[config.mk]
export PLATFORM = sky130hd
export DESIGN_NAME = adder_pipe
export DESIGN_NICKNAME = d
export VERILOG_FILES = /design/src/rtl/adder_pkg.sv /design/src/rtl/adder_chunk.sv /design/src/rtl/adder_pipe.sv
export SDC_FILE = /design/constraint.sdc
export NUM_CORES = 1
export LEC_CHECK = 0
export BUFFER_PORTS_ARGS = -buffer_cell sky130_fd_sc_hd__buf_2
export CORE_AREA = 8 8 98 100
export CTS_CLUSTER_SIZE = 16
export DETAILED_ROUTE_END_ITERATION = 12
export DIE_AREA = 0 0 106 108
export PLACE_DENSITY = 0.74
export SYNTH_ARGS = -nofsm -noshare
export SYNTH_HDL_FRONTEND = slang
export SYNTH_SLANG_ARGS = --single-unit
[constraint.sdc]
create_clock -name clk -period 2.9 [get_ports clk]
set_input_delay 0.58 -clock clk [delete_from_list [all_inputs] [get_ports clk]]
set_output_delay 0.58 -clock clk [all_outputs]
set_load 0.01 [all_outputs]
[src/rtl/adder_pkg.sv]
// rtl/adder_pkg.sv - shared mode encoding and parameter legality check for adder_pipe
package adder_pkg;

    localparam logic MODE_ADD = 1'b0;
    localparam logic MODE_SUB = 1'b1;

    function automatic bit width_ok(input int width, input int stages);
        return (width >= 2) && (stages >= 1) && ((width % stages) == 0);
    endfunction

endpackage

[src/rtl/adder_chunk.sv]
// rtl/adder_chunk.sv - CHUNK-bit ripple of full-adder cells
module adder_chunk #(
    parameter int CHUNK = 4
) (
    input  logic [CHUNK-1:0] a,
    input  logic [CHUNK-1:0] b,
    input  logic             ci,
    output logic [CHUNK-1:0] s,
    output logic             co,
    output logic             c_msb_in
);

    logic [CHUNK:0] c;

    assign c[0] = ci;

    for (genvar i = 0; i < CHUNK; i++) begin : g_fa
        assign s[i]   = a[i] ^ b[i] ^ c[i];
        assign c[i+1] = (a[i] & b[i]) | (c[i] & (a[i] ^ b[i]));
    end

    assign co       = c[CHUNK];
    assign c_msb_in = c[CHUNK-1];

endmodule

[src/rtl/adder_pipe.sv]
// rtl/adder_pipe.sv - pipelined add/subtract unit, one chunk ripple per stage, global-stall handshake
module adder_pipe
    import adder_pkg::*;
#(
    parameter int WIDTH  = 16,
    parameter int STAGES = 4
) (
    input  logic             clk,
    input  logic             rst,
    input  logic             in_valid,
    output logic             in_ready,
    input  logic [WIDTH-1:0] a,
    input  logic [WIDTH-1:0] b,
    input  logic             sub,
    input  logic             cin,
    output logic             out_valid,
    input  logic             out_ready,
    output logic [WIDTH-1:0] s,
    output logic             cout,
    output logic             ovf
);

    localparam int CHUNK = WIDTH / STAGES;

    if (!width_ok(WIDTH, STAGES)) begin : g_bad_params
        $error("adder_pipe: WIDTH must be >= 2 and a multiple of STAGES");
    end

    logic             en;
    logic [WIDTH-1:0] b_eff;
    logic             c0;

    // The whole pipe moves or holds as one; only a held result blocks it.
    assign en       = !(out_valid && !out_ready);
    assign in_ready = en;

    assign b_eff = (sub == MODE_SUB) ? ~b : b;
    assign c0    = (sub == MODE_SUB) ? 1'b1 : cin;

    for (genvar k = 0; k < STAGES; k++) begin : g_stage
        localparam int LO  = k * CHUNK;
        localparam int REM = WIDTH - LO;

        logic [REM-1:0]      a_src;
        logic [REM-1:0]      b_src;
        logic                c_src;
        logic                v_src;
        logic [LO+CHUNK-1:0] s_next;
        logic [CHUNK-1:0]    chunk_s;
        logic                chunk_co;
        logic                msb_carry;

        logic                v_q;
        logic                c_q;
        logic [LO+CHUNK-1:0] s_q;

        if (k == 0) begin : g_src
            assign a_src  = a;
            assign b_src  = b_eff;
            assign c_src  = c0;
            assign v_src  = in_valid;
            assign s_next = chunk_s;
        end else begin : g_src
            assign a_src  = g_stage[k-1].g_fwd.a_q;
            assign b_src  = g_stage[k-1].g_fwd.b_q;
            assign c_src  = g_stage[k-1].c_q;
            assign v_src  = g_stage[k-1].v_q;
            assign s_next = {chunk_s, g_stage[k-1].s_q};
        end

        adder_chunk #(
            .CHUNK(CHUNK)
        ) u_chunk (
            .a        (a_src[CHUNK-1:0]),
            .b        (b_src[CHUNK-1:0]),
            .ci       (c_src),
            .s        (chunk_s),
            .co       (chunk_co),
            .c_msb_in (msb_carry)
        );

        always_ff @(posedge clk) begin
            if (rst) begin
                v_q <= 1'b0;
                c_q <= 1'b0;
                s_q <= '0;
            end else if (en) begin
                v_q <= v_src;
                c_q <= chunk_co;
                s_q <= s_next;
            end
        end

        // Only operand bits not yet summed ride along; finished result bits live in s_q.
        if (k < STAGES - 1) begin : g_fwd
            logic [REM-CHUNK-1:0] a_q;
            logic [REM-CHUNK-1:0] b_q;
            logic                 unused_msb_carry;

            assign unused_msb_carry = msb_carry;

            always_ff @(posedge clk) begin
                if (rst) begin
                    a_q <= '0;
                    b_q <= '0;
                end else if (en) begin
                    a_q <= a_src[REM-1:CHUNK];
                    b_q <= b_src[REM-1:CHUNK];
                end
            end
        end else begin : g_out
            logic ovf_q;

            always_ff @(posedge clk) begin
                if (rst) begin
                    ovf_q <= 1'b0;
                end else if (en) begin
                    ovf_q <= msb_carry ^ chunk_co;
                end
            end
        end
    end

    assign out_valid = g_stage[STAGES-1].v_q;
    assign s         = g_stage[STAGES-1].s_q;
    assign cout      = g_stage[STAGES-1].c_q;
    assign ovf       = g_stage[STAGES-1].g_out.ovf_q;

endmodule
## After elaboration in Yosys (flattened, before gate mapping)

Cells that the tools add are included.

| word-level totals | value |
|---|---|
| register bits after elaboration | 97 |
| bits in latches | 0 |
| RAM bits | 0 |
| bits in read-only memories | 0 |
| output and inout port bits | 20 |
| word-level logic and storage cells | 106 |
| memories | 0 |

| operators by class | value |
|---|---|
| add/subtract/negate cells | 0 |
| $mul | 0 |
| divide/modulo/power cells | 0 |
| magnitude comparators | 0 |
| eq/ne operators | 0 |
| shifts and indexed selects | 0 |
| muxes and demuxes | 2 |
| bitwise gates (word level) | 82 |
| reductions and logical operators | 3 |

Operator list:

| cell | number |
|---|---|
| $xor A1 B1 Y1 | 33 |
| $and A1 B1 Y1 | 32 |
| $mux W16 | 1 |
| $not A16 Y16 | 1 |
| $or A1 B1 Y1 | 16 |
| $logic_not A1 Y1 | 2 |
| $logic_and A1 B1 Y1 | 1 |
| $mux W1 | 1 |

## Depth between registers and ports, before layout

| depth | value |
|---|---|
| word-level depth | 11 |
| depth in mapped cells | 11 |
| mapped depth without buffers | 10 |

## Modules after synthesis

A second synthesis with hierarchy kept.

| second synthesis, totals | value |
|---|---|
| cell total of the unflattened synthesis | 476 |
| area total of the unflattened synthesis | 4,042.6 um^2 |

By module, submodules not included:

| module | times used | cells each | area each (um^2) |
|---|---|---|---|
| adder_pipe | 1 | 428 | 3,602.2 |
| adder_chunk | 4 | 12 | 110.1 |

## Worst setup path before layout

Ideal clock, no wire load.

| path | value |
|---|---|
| path kind | in2reg |
| start | in sub |
| end | reg g_stage[0].s_q[3] |
| setup time | 0.070 ns |
| data arrival time | 2.804 ns |
| slack | 0.026 ns |
| stages on the path | 11 |
| path through | buf_4 -> buf_4 -> or2_2 -> fa_1 -> fa_1 -> inv_1 -> fa_1 -> inv_1 -> fa_1 -> nand2_1 -> a21oi_1 |

| on the way | value |
|---|---|
| longest elaborated chain between the ends | 9 |

Ends and longest elaborated chain:

| what | line | RTL |
|---|---|---|
| from (decl) | adder_pipe.sv:14 | `input logic sub,` |
| $mux W16 | adder_pipe.sv:37 | `assign b_eff = (sub == MODE_SUB) ? ~b : b;` |
| $xor A1 B1 Y1 | adder_chunk.sv:19 | `assign c[i+1] = (a[i] & b[i]) \| (c[i] & (a[i] ^ b[i]));` |
| $and A1 B1 Y1 | adder_chunk.sv:19 |  |
| $or A1 B1 Y1 | adder_chunk.sv:19 |  |
| $and A1 B1 Y1 | adder_chunk.sv:19 |  |
| $or A1 B1 Y1 | adder_chunk.sv:19 |  |
| $and A1 B1 Y1 | adder_chunk.sv:19 |  |
| $or A1 B1 Y1 | adder_chunk.sv:19 |  |
| $xor A1 B1 Y1 * | adder_chunk.sv:18 | `assign s[i] = a[i] ^ b[i] ^ c[i];` |
| net g_stage[0].chunk_s[3] | adder_pipe.sv:49 | `logic [CHUNK-1:0] chunk_s;` |
| to (signal assigned) | adder_pipe.sv:90 | `s_q <= s_next;` |
| to (decl) | adder_pipe.sv:55 | `logic [LO+CHUNK-1:0] s_q;` |

Mark *: on every way through the listed nets, which the timed path passes. The rest lies on a longest branch.
A chain may end at the register's enable or synchronous reset.

## Worst setup path after layout

Ends and elaborated chain as after synthesis.

==> summary.md <==
| Metric | Value |
|---|---|
| Final #Nets | `553` |
| Warnings, synthesis | `0` |
| Detailed Routing Iterations Pass 1 | `4` |
| Worst-path cell with the longest stage delay | `fa_1` |
| Clock skew | `about 10 ps` |
| Pwr Total | `~2.5 mW` |
| Vias in the first global route | `about 3000` |
| Unrepaired setup endpoints after global routing | `no` |
| Final Max Tran Viols | `0` |
| Clock latency on the worst-skew pair | `360 ps` |
| Hold Fails Final Rpt | `0` |
| Die area | `roughly 11000 um2` |
| Min cycle time layout | `2450 ps` |
| HPWL Detailed | `slightly above 5 mm` |
| Final setup TNS | `0 ps` |
| Clk slew on worst S/H paths | `roughly 90 ps` |
| Crit-path leading delay family | `adder cells` |
| Post-synth cell types | `17` |
| Share of post-route cells with drive strength above 1 | `19.6%` |
| First-pass GRT wire length | `13.1 mm` |
| Largest net degree at the start of global routing | `80` |
| Drt initial violations | `110` |
| Synth Register Bits | `97` |
| Core Box Area | `8050 um2` |
| Max_cap viols | `0` |
| Synth Cell Area | `3990 um2` |
| Max stage delay on crit path | `470 ps` |
| Final setup vio count | `0` |
| Synth top area share | `48.6%` |
| Post_cts resized | `0` |
| Initial antenna violation count | `0` |
| Post-CTS Setup Repair Bufs | `0` |
| PwrDens | `560 nW/um2` |
| Syn nets | `slightly above 500` |
| Site Rows | `33` |
| Top Ports | `58` |
| Period Utilization, post-route | `about 84%` |
| Seq/Total Area, Yosys | `48.6%` |
| Via/cell ratio | `~5` |
| TritonCTS Buffers | `9` |
| Startpoint types | `input port` |
| Setup crit end kind | `register` |
| Bufs on Longest Clock Path | `2` |
| Slew margin rel. | `48.9%` |
| Worst Hold Class | `register to register` |
| Vias | `3006` |
| Largest cells by area after synthesis | `dfxtp_1, nand2_1, a21oi_1` |
| CTS hold repair buffers | `0` |
| Initial Util | `49.6%` |
| Leakage | `1.81 nW` |
| Critical path class | `input port to register` |
| Avg WL per Cell | `between 10 and 15 um` |
| Final WL | `around 7.5 mm` |
| Worst path most repeated cell | `fa_1` |
| Diodes inserted | `0` |
| Port buffer count | `57` |
| Worst path required time | `3190 ps` |
| Critical-path cell list | `buf_2, or2_2, fa_1, fa_1, inv_1, fa_1, inv_1, fa_1, nand2_1, a21oi_1` |
| GRT Overall Usage | `13.9%` |
| H-tree depth | `3` |
| CP bufs+invs | `3` |
| Status | `finished, final reports clean` |
| Worst-path maximum fanout | `3` |
| Layout area overhead | `11.4%` |
| Die width | `roughly 110 um` |
| GP Congestion | `0.741` |
| Fmax | `408 MHz` |
| Critical path arrival | `2740 ps` |
| Root Buffer | `clkbuf_8` |
| Syn Inst Count | `roughly 460` |
| Syn Area/Cell | `8.70 um2` |
| Worst-Margin Slew | `766 ps` |
| TritonCTS clock tree | `done` |
| Post-synth top area cell | `dfxtp_1` |
| Antenna Nets Post-Route | `0` |
| Sink Count | `97` |
| Total congestion overflow | `0` |
| Post-route DRC | `0` |
| Die H | `around 110 um` |
| Max VDD drop | `0.000349 V` |
[cells by family after synthesis]
family / Yosys count / share of synthesized area (%)
AO/OA/AOI/OAI: 96 / 15.7
XOR/XNOR: 17 / 3.73
adder cells (fa/ha/maj): 16 / 8.02
buffers and inverters: 59 / 7.27
flip-flops: 97 / 48.6
AND/OR/NAND/NOR: 174 / 16.7
[placed cells by master, fill, tap and decap left out]
master and count:
a211oi_2 18, clkinv_4 2, clkbuf_8 9, inv_4 1, buf_2 56, or2_2 1
clkinvlp_4 3, clkbuf_1 1, xnor2_1 12, xor2_1 5, a211oi_1 4, buf_12 1
a21oi_1 74, clkinv_2 1, buf_4 6, fa_1 16, nor2b_4 1, inv_1 24
nor2_1 24, dfxtp_1 97, nand2_1 148
[area by class of cell]
cell class / count / area [um2]
Clock buffer: 10 / 128
Clock inverter: 6 / 45.0
Fill cell: 774 / 3600
Inverter: 25 / 96.3
Multi-Input combinational cell: 303 / 1760
Sequential cell: 97 / 1940
Tap cell: 105 / 131
Timing Repair Buffer: 63 / 345
[through the flow]
step	hold WS, ps	setup slack [ps]	instances	area (um2)	utilization (%)
floorplan	432	25.8	459	3990	-
global placement	438	113	593	4280	53.1
detailed placement	444	85.2	593	4280	53.1
CTS	449	456	609	4450	55.2
global route	449	413	609	4450	55.2
finish	451	452	609	4450	55.2
[power breakdown]
| part | switching [mW] | leakage (nW) | internal (mW) | total [mW] |
|---|---|---|---|---|
| Sequential | 0.0439 | 0.797 | 1.42 | 1.46 |
| Combinational | 0.139 | 0.932 | 0.117 | 0.256 |
| Clock | 0.459 | 0.0785 | 0.313 | 0.772 |
[layer usage]
layer  track usage [%]  up-vias  wire length, um
li1                  -     1531                -
met1              16.5     1418             3510
met2              23.5       50             3580
met3              3.39        7              315
met4              6.03        0               92
met5                 0        -                0
[registers in the layout, indices dropped and copies added (netlist names)]
name and flops:
g_stage.s_q 24, cout 1, g_stage.g_fwd.a_q 24, out_valid 1
ovf 1, s 16, g_stage.v_q 3, g_stage.g_fwd.b_q 24
g_stage.c_q 3
[tightest hold or removal path, cell delays in order (launching register included)]
cell	delay, ps
dfxtp_1	320
nand2_1	50
a21oi_1	50
[synthesized netlist by cell type, drive strengths merged]
cell / count
xor2: 5
nor2b: 1
dfxtp: 97
xnor2: 12
nand2: 148
nor2: 24
or2: 1
a21oi: 74
clkbuf: 13
fa: 16
buf: 21
inv: 25
a211oi: 22
[worst paths after layout]
path,startpoint,end,slack [ps],depth (start not counted)
max reg2reg,g_stage[2].c_q$_SDFFE_PP0N_,s[15]$_SDFFE_PP0N_,650,8
min reg2reg,s[5]$_SDFFE_PP0N_,s[5]$_SDFFE_PP0N_,450,2
min,s[5]$_SDFFE_PP0N_,s[5]$_SDFFE_PP0N_,450,2
max,sub,g_stage[0].s_q[3]$_SDFFE_PP0N_,450,10
No activity file was read; power rests on OpenSTA's default activity.
